## src/rtl/regfile_wb_arbiter.sv

```systemverilog
// Register-file writeback arbiter: two requesters (execute and load writeback)
// share one register-file write port. Round-robin on contention, one-cycle
// registered write port, x0 writes swallowed, and read-stage forwarding of the
// write currently on the port.
//
// last_grant | meaning
// GNT_A      | requester A won the most recent transfer (B wins next contention)
// GNT_B      | requester B won the most recent transfer (A wins next contention)
module regfile_wb_arbiter #(
  parameter int DATA_W = 64
) (
  input  logic              clk,
  input  logic              rst,
  input  logic              flush,
  input  logic              a_valid,
  input  logic [4:0]        a_addr,
  input  logic [DATA_W-1:0] a_data,
  output logic              a_ready,
  input  logic              b_valid,
  input  logic [4:0]        b_addr,
  input  logic [DATA_W-1:0] b_data,
  output logic              b_ready,
  output logic              w_ena,
  output logic [4:0]        w_addr,
  output logic [DATA_W-1:0] w_data,
  input  logic [4:0]        q_addr1,
  input  logic [4:0]        q_addr2,
  output logic              fwd_hit1,
  output logic              fwd_hit2,
  output logic [DATA_W-1:0] fwd_data1,
  output logic [DATA_W-1:0] fwd_data2
);

  typedef enum logic {GNT_A = 1'b0, GNT_B = 1'b1} grant_e;

  grant_e last_grant;
  logic   grant_a;
  logic   grant_b;

  // Grant decision: single requester wins outright, contention goes to the
  // side that did not win last time; flush and reset block every transfer.
  always_comb begin
    grant_a = 1'b0;
    grant_b = 1'b0;
    if (!rst && !flush) begin
      if (a_valid && b_valid) begin
        if (last_grant == GNT_B) grant_a = 1'b1;
        else                     grant_b = 1'b1;
      end else begin
        grant_a = a_valid;
        grant_b = b_valid;
      end
    end
  end

  assign a_ready = grant_a;
  assign b_ready = grant_b;

  // Round-robin history only moves on an actual transfer.
  always_ff @(posedge clk or posedge rst) begin
    if (rst)          last_grant <= GNT_B;
    else if (grant_a) last_grant <= GNT_A;
    else if (grant_b) last_grant <= GNT_B;
  end

  // Write port register: one-cycle pulse per transfer; x0 loads addr/data but
  // keeps the enable low so the architectural zero register is never written.
  always_ff @(posedge clk or posedge rst) begin
    if (rst) begin
      w_ena  <= 1'b0;
      w_addr <= '0;
      w_data <= '0;
    end else if (grant_a) begin
      w_ena  <= (a_addr != 5'd0);
      w_addr <= a_addr;
      w_data <= a_data;
    end else if (grant_b) begin
      w_ena  <= (b_addr != 5'd0);
      w_addr <= b_addr;
      w_data <= b_data;
    end else begin
      w_ena  <= 1'b0;
    end
  end

  // Forwarding straight from the output registers; w_ena is already 0 while
  // in reset so the hits are forced low without extra gating.
  assign fwd_hit1  = w_ena && (w_addr == q_addr1) && (q_addr1 != 5'd0);
  assign fwd_hit2  = w_ena && (w_addr == q_addr2) && (q_addr2 != 5'd0);
  assign fwd_data1 = fwd_hit1 ? w_data : '0;
  assign fwd_data2 = fwd_hit2 ? w_data : '0;

endmodule

```

## config.mk

```make
export PLATFORM = sky130hd
export DESIGN_NAME = regfile_wb_arbiter
export DESIGN_NICKNAME = d
export VERILOG_FILES = /design/src/rtl/regfile_wb_arbiter.sv
export SDC_FILE = /design/constraint.sdc
export NUM_CORES = 1
export LEC_CHECK = 0
export BUFFER_PORTS_ARGS = -buffer_cell sky130_fd_sc_hd__buf_2
export CELL_PAD_IN_SITES_DETAIL_PLACEMENT = 1
export CELL_PAD_IN_SITES_GLOBAL_PLACEMENT = 2
export CORE_UTILIZATION = 22
export CTS_CLUSTER_SIZE = 28
export DETAILED_ROUTE_END_ITERATION = 16
export GPL_ROUTABILITY_DRIVEN = 0
export PLACE_DENSITY_LB_ADDON = 0.1
export SYNTH_ARGS = -nofsm -noshare
export SYNTH_HDL_FRONTEND = slang
export SYNTH_SLANG_ARGS = --single-unit
```

## constraint.sdc

```tcl
create_clock -name clk -period 2.55 [get_ports clk]
set_input_delay 0.255 -clock clk [delete_from_list [all_inputs] [get_ports clk]]
set_output_delay 0.255 -clock clk [all_outputs]
set_load 0.1 [all_outputs]
```

### Word level (Yosys, flattened, before mapping)

Index checks and enable logic that the tools add are counted.

| storage, ports and cells | value |
|---|---|
| bits in registers | 71 |
| input port bits | 153 |
| output and inout bits | 202 |

| cells by class | value |
|---|---|
| eq/ne operators | 2 |
| mux-type cells | 16 |
| reductions and logical operators | 13 |

Operators by type and width:

| kind | count |
|---|---|
| 64-bit 2-to-1 mux | 4 |
| 5-bit nonzero test | 4 |
| 5-bit == test | 2 |
| 1-bit 2-to-1 mux | 10 |
| 5-bit 2-to-1 mux | 2 |
| 1-bit logical AND | 6 |
| 1-bit logical NOT | 2 |
| 2-bit nonzero test | 1 |

### Longest topological paths before layout

Gate-level depths: netlist of run 1.

| depth | value |
|---|---|
| depth after elaboration | 5 |
| depth in mapped cells | 6 |
| gate-level depth less buffers | 3 |

### Worst setup path before layout of run 1

Ideal clock, no wire load.

| timing path | value |
|---|---|
| kind | flip-flop to output port |
| from | register w_addr[1] |
| to | output fwd_data2[14] |
| data arrival time | 4.843 ns |
| data required time | 2.295 ns |
| setup slack | -2.548 ns |
| cell stages (with the launch flop) | 6 |
| cell sequence | dfrtp_1 > xnor2_1 > nand3_1 > clkbuf_1 > clkbuf_1 > nor4b_1 |

| on the way | value |
|---|---|
| longest elaborated chain between the ends | 4 |

RTL lines:

| what | line | source |
|---|---|---|
| start: declaration | 24 | `output logic [4:0] w_addr,` |
| start signal: assignment | 75 | `w_addr <= a_addr;` |
| start signal: assignment | 79 | `w_addr <= b_addr;` |
| 5-bit == test | 89 | `assign fwd_hit2 = w_ena && (w_addr == q_addr2) && (q_addr2 != 5'd0);` |
| 1-bit logical AND (2 in a row) | 89 |  |
| 64-bit 2-to-1 mux | 91 | `assign fwd_data2 = fwd_hit2 ? w_data : '0;` |
| end: declaration | 31 | `output logic [DATA_W-1:0] fwd_data2` |

Every way passes these cells.

### Worst setup path in the final report of run 1

| timing path | value |
|---|---|
| from | register w_addr[0] |
| to | output fwd_data1[4] |

| on the way | value |
|---|---|
| longest elaborated chain between the ends | 4 |

RTL lines:

| what | line | source |
|---|---|---|
| 5-bit == test | 88 | `assign fwd_hit1 = w_ena && (w_addr == q_addr1) && (q_addr1 != 5'd0);` |
| 1-bit logical AND (2 in a row) | 88 |  |
| 64-bit 2-to-1 mux | 90 | `assign fwd_data1 = fwd_hit1 ? w_data : '0;` |
| end: declaration | 30 | `output logic [DATA_W-1:0] fwd_data1,` |

Every way passes these cells.

==> results of run 1 <==
report_power, final:
group          internal, mW  switching [mW]  total [mW]
combinational          1.21            3.22        4.43
clock                 0.876           0.518        1.39
sequential             1.35           0.295        1.65
logic make-up (layout without fill, tap and decap cells):
kind of cell | count (synthesis) | after routing | synth area share, %
other | 0 | 6 | 0
buffers and inverters | 164 | 502 | 13.2
AO/OA/AOI/OAI | 146 | 146 | 19.6
XOR/XNOR | 8 | 8 | 1.34
flip-flops | 71 | 71 | 34.0
AND/OR/NAND/NOR | 240 | 240 | 31.9
sequential cells by signal, indices dropped and copies added (netlist names):
signal,flops
last_grant,1
w_data,64
w_addr,5
w_ena,1
synthesized netlist by cell type, drive strengths merged (3+ instances only):
cell type	n	share of area, %
dfrtp	70	34
o21ai	66	6.3
buf	22	3.0
a221o	4	0.77
xnor2	8	1.3
nand4	65	7.8
o21a	3	0.43
inv	68	4.9
a21oi	4	0.53
nand3	31	3.0
nor4b	100	17
o311ai	65	11
clkbuf	74	5.3
nor2	4	0.29
nor3	32	3.1
through the flow:
stage	power [mW]	utilization, %
5_1_grt	7.74	49.9
4_1_cts	7.47	49.3
6_report	7.46	49.9
3_3_place_gp	5.56	44.7
3_5_place_dp	5.65	44.7
2_1_floorplan	4.78	-
area by class of cell:
cell class              instances  area, sq um  share of cell area, %
diodes                          6         15.0                  0.128
clock buffers                  11          243                   2.08
clock inverters                 4         70.1                  0.600
inverters                      68          256                   2.19
multi-input cells             394         4670                   40.0
flip-flops and latches         71         1790                   15.3
well taps                     319          399                   3.42
repair buffers                419         4250                   36.3
how the worst min path moves through the flow:
| stage | startpoint | to | cells past startpoint |
|---|---|---|---|
| floorplan | b_addr[1] | w_addr[1] | 1 |
| global placement | rst | w_data[26] | 2 |
| detailed placement | rst | w_data[31] | 2 |
| CTS | rst | w_data[31] | 2 |
| global route | rst | w_data[19] | 2 |
| finish | rst | w_data[31] | 2 |
worst reg2reg max path, stage by stage (launching register included):
cell      delay [ns]
dfstp_2         0.55
nand2b_2        0.12
and3_2          0.50
buf_12          0.33
o311ai_0        0.22
what timing repair did:
action / 4_1_cts / 5_1_grt
endpoints found under the hold margin: 0 / 0
buffers inserted: 18 / 4
pin swaps: 15 / 8
setup endpoints to repair: 117 / 100
cloned: 9 / 2
resized for setup: 101 / 25
metal layers:
metal | vias to the layer above | part of all wire, % | track usage (%)
li1 | 3118 | - | -
met1 | 3541 | 39 | 31.4
met2 | 266 | 52 | 47.0
met3 | 54 | 6.4 | 6.47
met4 | 12 | 2.4 | 9.76
met5 | - | 0.25 | 0
==> qor_table.md, run 1 <==
| Group | Quantity | Value |
|:---|:---|:---|
| routing | Total Wirelength | 32,900 um |
| placed design | PortBufs | 354 |
| clock tree | CTS tree | done |
| worst setup path | Sequence of cells on the critical path | or4_4 -> a21oi_4 -> buf_12 -> buf_12 -> buf_16 -> nor4b_4 -> buf_12 |
| routing | Routed length per instance | 25.5 um |
| sta | Final hold violation count | 0 |
| yosys | Post-synthesis cell area | 5230 sq um |
| sta | Setup TNS | 0 ns |
| placed design | Placed Area | 10,500 sq um |
| yosys | Seq/Total Area, Yosys | 34.0% |
| final layout | Commonest non-fill, non-tap cells in the layout | buf_2, buf_12, nor4b_4 |
| min path | Worst hold path type | in -> async |
| clock tree | CTS Root Buffer Type | clkbuf_16 |
| worst setup path | Worst Path Arrival | 2.29 ns |
| clock tree | Hold buffer count at CTS | 0 |
| final layout | Fin cells | 1,292 |
| floorplanning | Count of standard-cell rows | 56 |
| final layout | Cell area after layout | 11,700 sq um |
| floorplanning | Die height | 156 um |
| sta | # setup viols final | 0 |
| sta | Final worst path period share | 99.7% |
| floorplanning | Horizontal die dimension | 156 um |
| routing | First-pass detailed-route iteration total | 4 |
| sta | Count of final max-slew check failures | 0 |
| final layout | Area Growth Syn to Fin | 124% |
| worst setup path | Classification of the worst setup path | reg -> out |
| worst setup path | Cell type group with the largest total delay on the critical path | buffers and inverters |
| sta | Fmax | 0.394 GHz |
| yosys | Synthesized net count | 782 |
| sta | Slew at the pin closest to its max-slew limit | 0.939 ns |
| global routing | Pin count of the biggest net entering global routing | 71 |
| placed design | Post-Place Worst Slack | 0.232 ns |
| sta | Worst hold margin | 0.00582 ns |
| worst setup path | Required @ worst endpoint | 2.30 ns |
| sta | Unrepaired setup endpoints after global routing | yes |
| clock tree | Number of CTS-inserted buffers | 9 |
| clock tree | CTS sink cnt | 71 |
| routing | ANT nets after route | 0 |
| worst setup path | Count of buffer and inverter cells on the critical path | 4 |
| worst setup path | Highest net fanout along the worst path | 8 |
| floorplanning | DIE AREA | 24,400 sq um |
| final layout | Fraction of layout cells with a size suffix above 1 | 60.8% |
| global routing | Total routing resource utilization after global routing | 26.8% |
| sta | Setup skew after layout | 0.00641 ns |
| worst setup path | Most repeated library cell on the critical path | buf_12 |
| sta | Setup slack of the critical path after layout | 0.00890 ns |
| placed design | DP Wirelength | 21,800 um |
| floorplanning | Top-Level Pins | 355 |
| routing | Remaining routing DRC violations | 0 |
| worst setup path | Critical Path Source | w_addr[0] |
| worst setup path | Launching element type of the critical path | flop |
| clock tree | Clock latency on the worst-skew pair | 0.35 ns |
| power | LEAKAGE | 5.04 nW |
| power | Power per cell area | 639 nW/um^2 |
| worst setup path | Total stage count of the critical path | 7 |
| final layout | Most common cell after layout, fill and taps aside | buf_2 |
| yosys | Number of distinct standard cells referenced by the synthesized netlist | 33 |
| floorplanning | Effective utilization at floorplan | 22.3% |
| worst setup path | R2R Setup Slk | 0.66 ns |
| worst setup path | Slowest stage cell, crit path | or4_4 |
| yosys | Count of flip-flops with a built-in enable after synthesis | 0 |
| sta | Rel. slew slack | 37.2% |
| run | Number of maximum-capacitance constraint violations | 0 |
| worst setup path | Reg-to-reg critical path startpoint | last_grant |
| global routing | Overflow left after global routing | 0 |
| routing | Vias per std cell | 5.41 |
| yosys | Flip-flop and latch count after synthesis | 71 |
| worst setup path | Worst Setup End Kind | output port |
| global routing | Number of global-route vias before repair | 7,607 |
| routing | Number of vias after detailed routing | 6,991 |
| power | Max rail drop VDD | 0.000389 V |
| yosys | Fraction of registers with async set or reset after synthesis | 100% |
| worst setup path | Largest stage delay, worst path | 0.58 ns |
| global routing | Antenna violations before repair | 13 |
| routing | Initial DRC Count | 337 |
| worst setup path | Capturing instance or port of the critical path | fwd_data1[4] |
| yosys | Top FF cell, synth | dfrtp_1 |
| yosys | Warnings from Yosys | 0 |
| sta | Time the worst path needs with I/O delays and setup | 2.54 ns |
| placed design | Placed Instances | 1,241 |
| status | Outcome | completed |
| final layout | Layout filler cell count | 2,504 |
| clock tree | Clock slew seen by the registers of the worst setup and hold paths | 0.06 ns |
| floorplanning | Area of the core region | 23,400 sq um |
| global routing | Global-route wire length before repair | 48,700 um |
| clock tree | H-tree levels | 3 |
| final layout | Number of nets in the layout | 1,116 |
| worst setup path | Crit Reg-Reg Endpoint | w_data[24] |
| worst setup path | Worst Reg-to-Reg Cells | 4 |
| clock tree | Clock Path Buffers | 2 |
| yosys | Synthesized instance count | 629 |
| yosys | Post-synthesis average cell area | 8.31 sq um |
Power figures use the tool's default switching activity.
==> inputs of run 2 (changes only) <==
CELL_PAD_IN_SITES_DETAIL_PLACEMENT = 0   (was 1)
==> qor_table.md, run 2 (same netlist as run 1, synthesis figures left out) <==
| Group | Quantity | Value |
|:---|:---|:---|
| run | Number of maximum-capacitance constraint violations | 0 |
| sta | Unrepaired setup endpoints after global routing | yes |
| placed design | Placed Instances | 1,241 |
| sta | Fmax | 0.392 GHz |
| global routing | Pin count of the biggest net entering global routing | 71 |
| clock tree | H-tree levels | 3 |
| final layout | Multi-input gate area in the final layout | 4660 sq um |
| sta | # setup viols final | 0 |
| routing | Routed length per instance | 23.5 um |
| floorplanning | Effective utilization at floorplan | 22.3% |
| clock tree | Clock Path Buffers | 2 |
| final layout | Flip-flop count of the largest register, all copies and words added | 64 |
| routing | Initial DRC Count | 448 |
| global routing | Overflow left after global routing | 0 |
| final layout | Layout filler cell count | 2,172 |
| sta | Count of final max-slew check failures | 0 |
| clock tree | CTS Root Buffer Type | clkbuf_16 |
| clock tree | Hold buffer count at CTS | 0 |
| worst setup path | Classification of the worst setup path | reg -> out |
| placed design | Post-Place Worst Slack | 0.236 ns |
| routing | ANT nets after route | 0 |
| final layout | Seq. cell area | 1790 sq um |
| final layout | Cell area after layout | 11,300 sq um |
| routing | Number of vias after detailed routing | 6,855 |
| sta | Final worst path period share | 100% |
| sta | Final hold violation count | 0 |
| floorplanning | Area of the core region | 23,400 sq um |
| worst setup path | Required @ worst endpoint | 2.30 ns |
| floorplanning | DIE AREA | 24,400 sq um |
| final layout | Number of nets in the layout | 1,104 |
| clock tree | Clock slew seen by the registers of the worst setup and hold paths | 0.06 ns |
| sta | Setup slack of the critical path after layout | 0.000516 ns |
| clock tree | Clock latency on the worst-skew pair | 0.33 ns |
| floorplanning | Count of standard-cell rows | 56 |
| final layout | Registers with the most flip-flops | w_data x64, w_addr x5 |
| final layout | Register containing the most flip-flops in the final layout | w_data |
| placed design | PortBufs | 354 |
| power | Total power draw | 7.06 mW |
| power | Max rail drop VDD | 0.000435 V |
| routing | Vias per std cell | 5.36 |
| worst setup path | Slowest stage cell, crit path | or4_4 |
| status | Outcome | completed |
| worst setup path | Worst Setup End Kind | output port |
| worst setup path | Cell type group with the largest total delay on the critical path | buffers and inverters |
| sta | Slew at the pin closest to its max-slew limit | 0.918 ns |
| worst setup path | Sequence of cells on the critical path | or4_4 -> a21oi_4 -> buf_12 -> buf_12 -> nor4b_4 -> buf_4 |
| floorplanning | Die height | 156 um |
| worst setup path | Count of buffer and inverter cells on the critical path | 3 |
| worst setup path | Highest net fanout along the worst path | 16 |
| power | LEAKAGE | 4.89 nW |
| clock tree | CTS sink cnt | 71 |
| final layout | Fin cells | 1,279 |
| power | Power per cell area | 625 nW/um^2 |
| global routing | Number of global-route vias before repair | 7,142 |
| placed design | DP Wirelength | 20,500 um |
| min path | Worst hold path type | in -> async |
| floorplanning | Horizontal die dimension | 156 um |
| worst setup path | Launching element type of the critical path | flop |
| worst setup path | Worst Path Arrival | 2.29 ns |
| sta | Time the worst path needs with I/O delays and setup | 2.55 ns |
| routing | Total Wirelength | 30,000 um |
| final layout | Commonest non-fill, non-tap cells in the layout | buf_2, nor4b_4, buf_12 |
| routing | Remaining routing DRC violations | 0 |
| clock tree | CTS tree | done |
| worst setup path | Largest stage delay, worst path | 0.56 ns |
| final layout | Most common cell after layout, fill and taps aside | buf_2 |
| global routing | Antenna violations before repair | 7 |
| routing | First-pass detailed-route iteration total | 7 |
| sta | Rel. slew slack | 38.6% |
| global routing | Global-route wire length before repair | 45,100 um |
| final layout | Area Growth Syn to Fin | 116% |
| clock tree | Number of CTS-inserted buffers | 9 |
| worst setup path | Most repeated library cell on the critical path | buf_12 |
| global routing | Total routing resource utilization after global routing | 24.5% |
| sta | Worst hold margin | 0.0101 ns |
| placed design | Placed Area | 10,500 sq um |
| floorplanning | Top-Level Pins | 355 |
| final layout | Fraction of layout cells with a size suffix above 1 | 60.2% |
| sta | Setup skew after layout | 0.00867 ns |
[run 2: area by class of cell]
cell class | count | area share [%]
multi-input combinational | 394 | 41.3
tap | 319 | 3.54
sequential | 71 | 15.8
clock inverter | 5 | 0.444
inverter | 68 | 2.27
clock buffer | 10 | 2.03
antenna | 5 | 0.111
timing repair buffer | 407 | 34.4
[run 2: path summary, 6_finish.rpt]
kind                                  from            end  slack, ns  depth (start not counted)
worst max-delay path             w_addr[0]  fwd_data1[38]     0.0005                          6
worst min-delay path                   rst     w_data[25]       0.01                          2
worst max register to register  last_grant     w_data[57]       0.69                          4
worst min register to register  last_grant     last_grant       0.53                          2
max in group asynchronous              rst     last_grant       1.83                          3
min in group clk                 a_addr[2]      w_addr[2]       0.16                          2
[run 2: worst register-to-register path: stages, from the launching register on]
cell and delay [ns]:
dfstp_2 0.55, nand2b_2 0.12, and3_2 0.50, buf_12 0.30
o311ai_0 0.24
[run 2: repair_timing]
item,in CTS,in global routing
endpoints found under the hold margin,0,0
gates cloned,4,2
resized for setup,59,28
setup buffers,12,0
endpoints found under the setup margin,117,80
pin swaps,2,2
[run 2: power by group]
group	leakage, nW	switching, mW	internal [mW]
combinational	3.90	3.11	1.06
sequential	0.846	0.287	1.35
clock	0.142	0.495	0.746
total	4.89	3.90	3.16
[run 2: layer usage]
metal  vias up  GRT usage (%)  wire, um
met5         -              0        45
met4         6           6.58       402
met3        28           5.64      2170
met2       301           43.8     15500
met1      3433           29.3     11900
li1       3087              -         -
[run 2: per-stage QoR]
stage | setup TNS [ns] | util [%]
2_1_floorplan | -23.79 | -
3_3_place_gp | 0 | 44.7
3_5_place_dp | 0 | 44.7
4_1_cts | -0.372 | 47.6
5_1_grt | -1.18 | 48.2
6_report | 0 | 48.2
==> inputs of run 3 (changes only) <==
BUFFER_PORTS_ARGS = -buffer_cell sky130_fd_sc_hd__buf_4   (was -buffer_cell sky130_fd_sc_hd__buf_2)
==> qor_table.md, run 3 (same netlist as run 1, synthesis figures left out) <==
| Group | Quantity | Value |
|:---|:---|:---|
| status | Outcome | completed |
| worst setup path | Cell type group with the largest total delay on the critical path | buffers and inverters |
| final layout | Layout filler cell count | 2,244 |
| routing | Number of vias after detailed routing | 6,839 |
| worst setup path | R2R Setup Slk | 0.68 ns |
| routing | First-pass detailed-route iteration total | 5 |
| final layout | Flip-flop count of the largest register, all copies and words added | 64 |
| clock tree | CTS tree | done |
| power | Power per cell area | 651 nW/um^2 |
| clock tree | Clock latency on the worst-skew pair | 0.34 ns |
| routing | Vias per std cell | 5.39 |
| routing | Remaining routing DRC violations | 0 |
| clock tree | CTS Root Buffer Type | clkbuf_16 |
| floorplanning | Effective utilization at floorplan | 22.3% |
| worst setup path | Worst Reg-to-Reg Cells | 4 |
| power | Total power draw | 7.26 mW |
| worst setup path | Most repeated library cell on the critical path | buf_12 |
| floorplanning | Area of the core region | 23,400 sq um |
| sta | Fmax | 0.397 GHz |
| final layout | Multi-input gate area in the final layout | 4670 sq um |
| clock tree | CTS sink cnt | 71 |
| final layout | Most common cell after layout, fill and taps aside | buf_4 |
| floorplanning | Top-Level Pins | 355 |
| routing | Routed length per instance | 23.7 um |
| sta | Count of final max-slew check failures | 0 |
| worst setup path | Sequence of cells on the critical path | or4_4 -> a21oi_4 -> buf_12 -> buf_12 -> buf_12 -> nor4b_4 -> buf_6 |
| run | Number of maximum-capacitance constraint violations | 0 |
| final layout | Commonest non-fill, non-tap cells in the layout | buf_4, nor4b_4, buf_6 |
| global routing | Number of global-route vias before repair | 7,031 |
| worst setup path | Classification of the worst setup path | reg -> out |
| worst setup path | Capturing instance or port of the critical path | fwd_data2[36] |
| sta | Final worst path period share | 98.8% |
| sta | # setup viols final | 0 |
| global routing | Global-route wire length before repair | 43,900 um |
| floorplanning | Count of standard-cell rows | 56 |
| sta | Setup TNS | 0 ns |
| worst setup path | Critical Path Source | w_addr[0] |
| placed design | Post-Place Worst Slack | 0.264 ns |
| sta | Final hold violation count | 0 |
| worst setup path | Total stage count of the critical path | 7 |
| sta | Setup skew after layout | 0.00548 ns |
| min path | Worst hold path type | in -> async |
| routing | Total Wirelength | 30,200 um |
| clock tree | Hold buffer count at CTS | 0 |
| worst setup path | Largest stage delay, worst path | 0.56 ns |
| worst setup path | Slowest stage cell, crit path | or4_4 |
| final layout | Register containing the most flip-flops in the final layout | w_data |
| placed design | Placed Instances | 1,238 |
| worst setup path | Crit Reg-Reg Endpoint | w_data[45] |
| worst setup path | Reg-to-reg critical path startpoint | last_grant |
| power | Max rail drop VDD | 0.000314 V |
| sta | Setup slack of the critical path after layout | 0.0318 ns |
| routing | ANT nets after route | 0 |
| worst setup path | Count of buffer and inverter cells on the critical path | 4 |
| floorplanning | Horizontal die dimension | 156 um |
| worst setup path | Highest net fanout along the worst path | 7 |
| sta | Unrepaired setup endpoints after global routing | yes |
| sta | Worst hold margin | 0.0236 ns |
| placed design | PortBufs | 354 |
| routing | Initial DRC Count | 356 |
| final layout | Fin cells | 1,270 |
| global routing | Pin count of the biggest net entering global routing | 71 |
| clock tree | Clock slew seen by the registers of the worst setup and hold paths | 0.07 ns |
| final layout | Fraction of layout cells with a size suffix above 1 | 60.0% |
| final layout | Number of nets in the layout | 1,098 |
| placed design | DP Wirelength | 19,900 um |
| worst setup path | Worst Setup End Kind | output port |
| final layout | Area Growth Syn to Fin | 113% |
| worst setup path | Required @ worst endpoint | 2.30 ns |
| worst setup path | Worst Path Arrival | 2.26 ns |
| global routing | Total routing resource utilization after global routing | 23.8% |
| clock tree | Clock Path Buffers | 2 |
| final layout | Seq. cell area | 1790 sq um |
| clock tree | H-tree levels | 3 |
| global routing | Overflow left after global routing | 0 |
| sta | Slew at the pin closest to its max-slew limit | 0.849 ns |
| sta | Rel. slew slack | 43.4% |
| power | LEAKAGE | 4.91 nW |
| global routing | Antenna violations before repair | 1 |
| sta | Time the worst path needs with I/O delays and setup | 2.52 ns |
| final layout | Registers with the most flip-flops | w_data x64, w_addr x5 |
| clock tree | Number of CTS-inserted buffers | 9 |
| floorplanning | DIE AREA | 24,400 sq um |
| floorplanning | Die height | 156 um |
| worst setup path | Launching element type of the critical path | flop |
run 3: worst min-delay path by stage:
stage,cells after the start,to,slack (ns),from
finish,2,w_data[25],0.02,rst
global route,2,w_data[25],0.08,rst
CTS,2,w_data[31],0.04,rst
detailed placement,2,w_data[25],0.42,rst
global placement,2,w_data[25],0.40,rst
floorplan,1,w_addr[1],0.40,b_addr[1]
run 3: repair_timing:
| action | in CTS | in global routing |
|---|---|---|
| pin swaps | 3 | 6 |
| setup endpoints to repair | 124 | 101 |
| resized for setup | 69 | 22 |
| cloned | 3 | 5 |
| setup buffers | 5 | 2 |
run 3: per-stage QoR:
step	cell area, sq um	utilization, %
3_5_place_dp	10200	43.7
6_report	11200	47.6
3_3_place_gp	10200	43.7
2_1_floorplan	7330	-
5_1_grt	11200	47.6
4_1_cts	10900	46.5
run 3: final cells by class:
class | instances | share of cell area, %
Inverter | 68 | 2.30
Multi-Input combinational cell | 394 | 41.9
Clock inverter | 4 | 0.202
Tap cell | 319 | 3.58
Timing Repair Buffer | 401 | 33.8
Clock buffer | 12 | 2.21
Sequential cell | 71 | 16.0
Antenna cell | 1 | 0.0224
run 3: layer usage:
metal | up-vias | part of all wire [%] | global-route usage (%)
li1 | 3072 | - | -
met3 | 25 | 6.6 | 5.03
met2 | 293 | 51 | 41.8
met4 | 0 | 1.5 | 7.24
met5 | - | 0 | 0
met1 | 3449 | 41 | 28.8
run 3: where the power goes:
part / internal, mW / switching, mW
Sequential: 1.35 / 0.296
Combinational: 1.28 / 3.12
Clock: 0.682 / 0.528
Total: 3.31 / 3.95
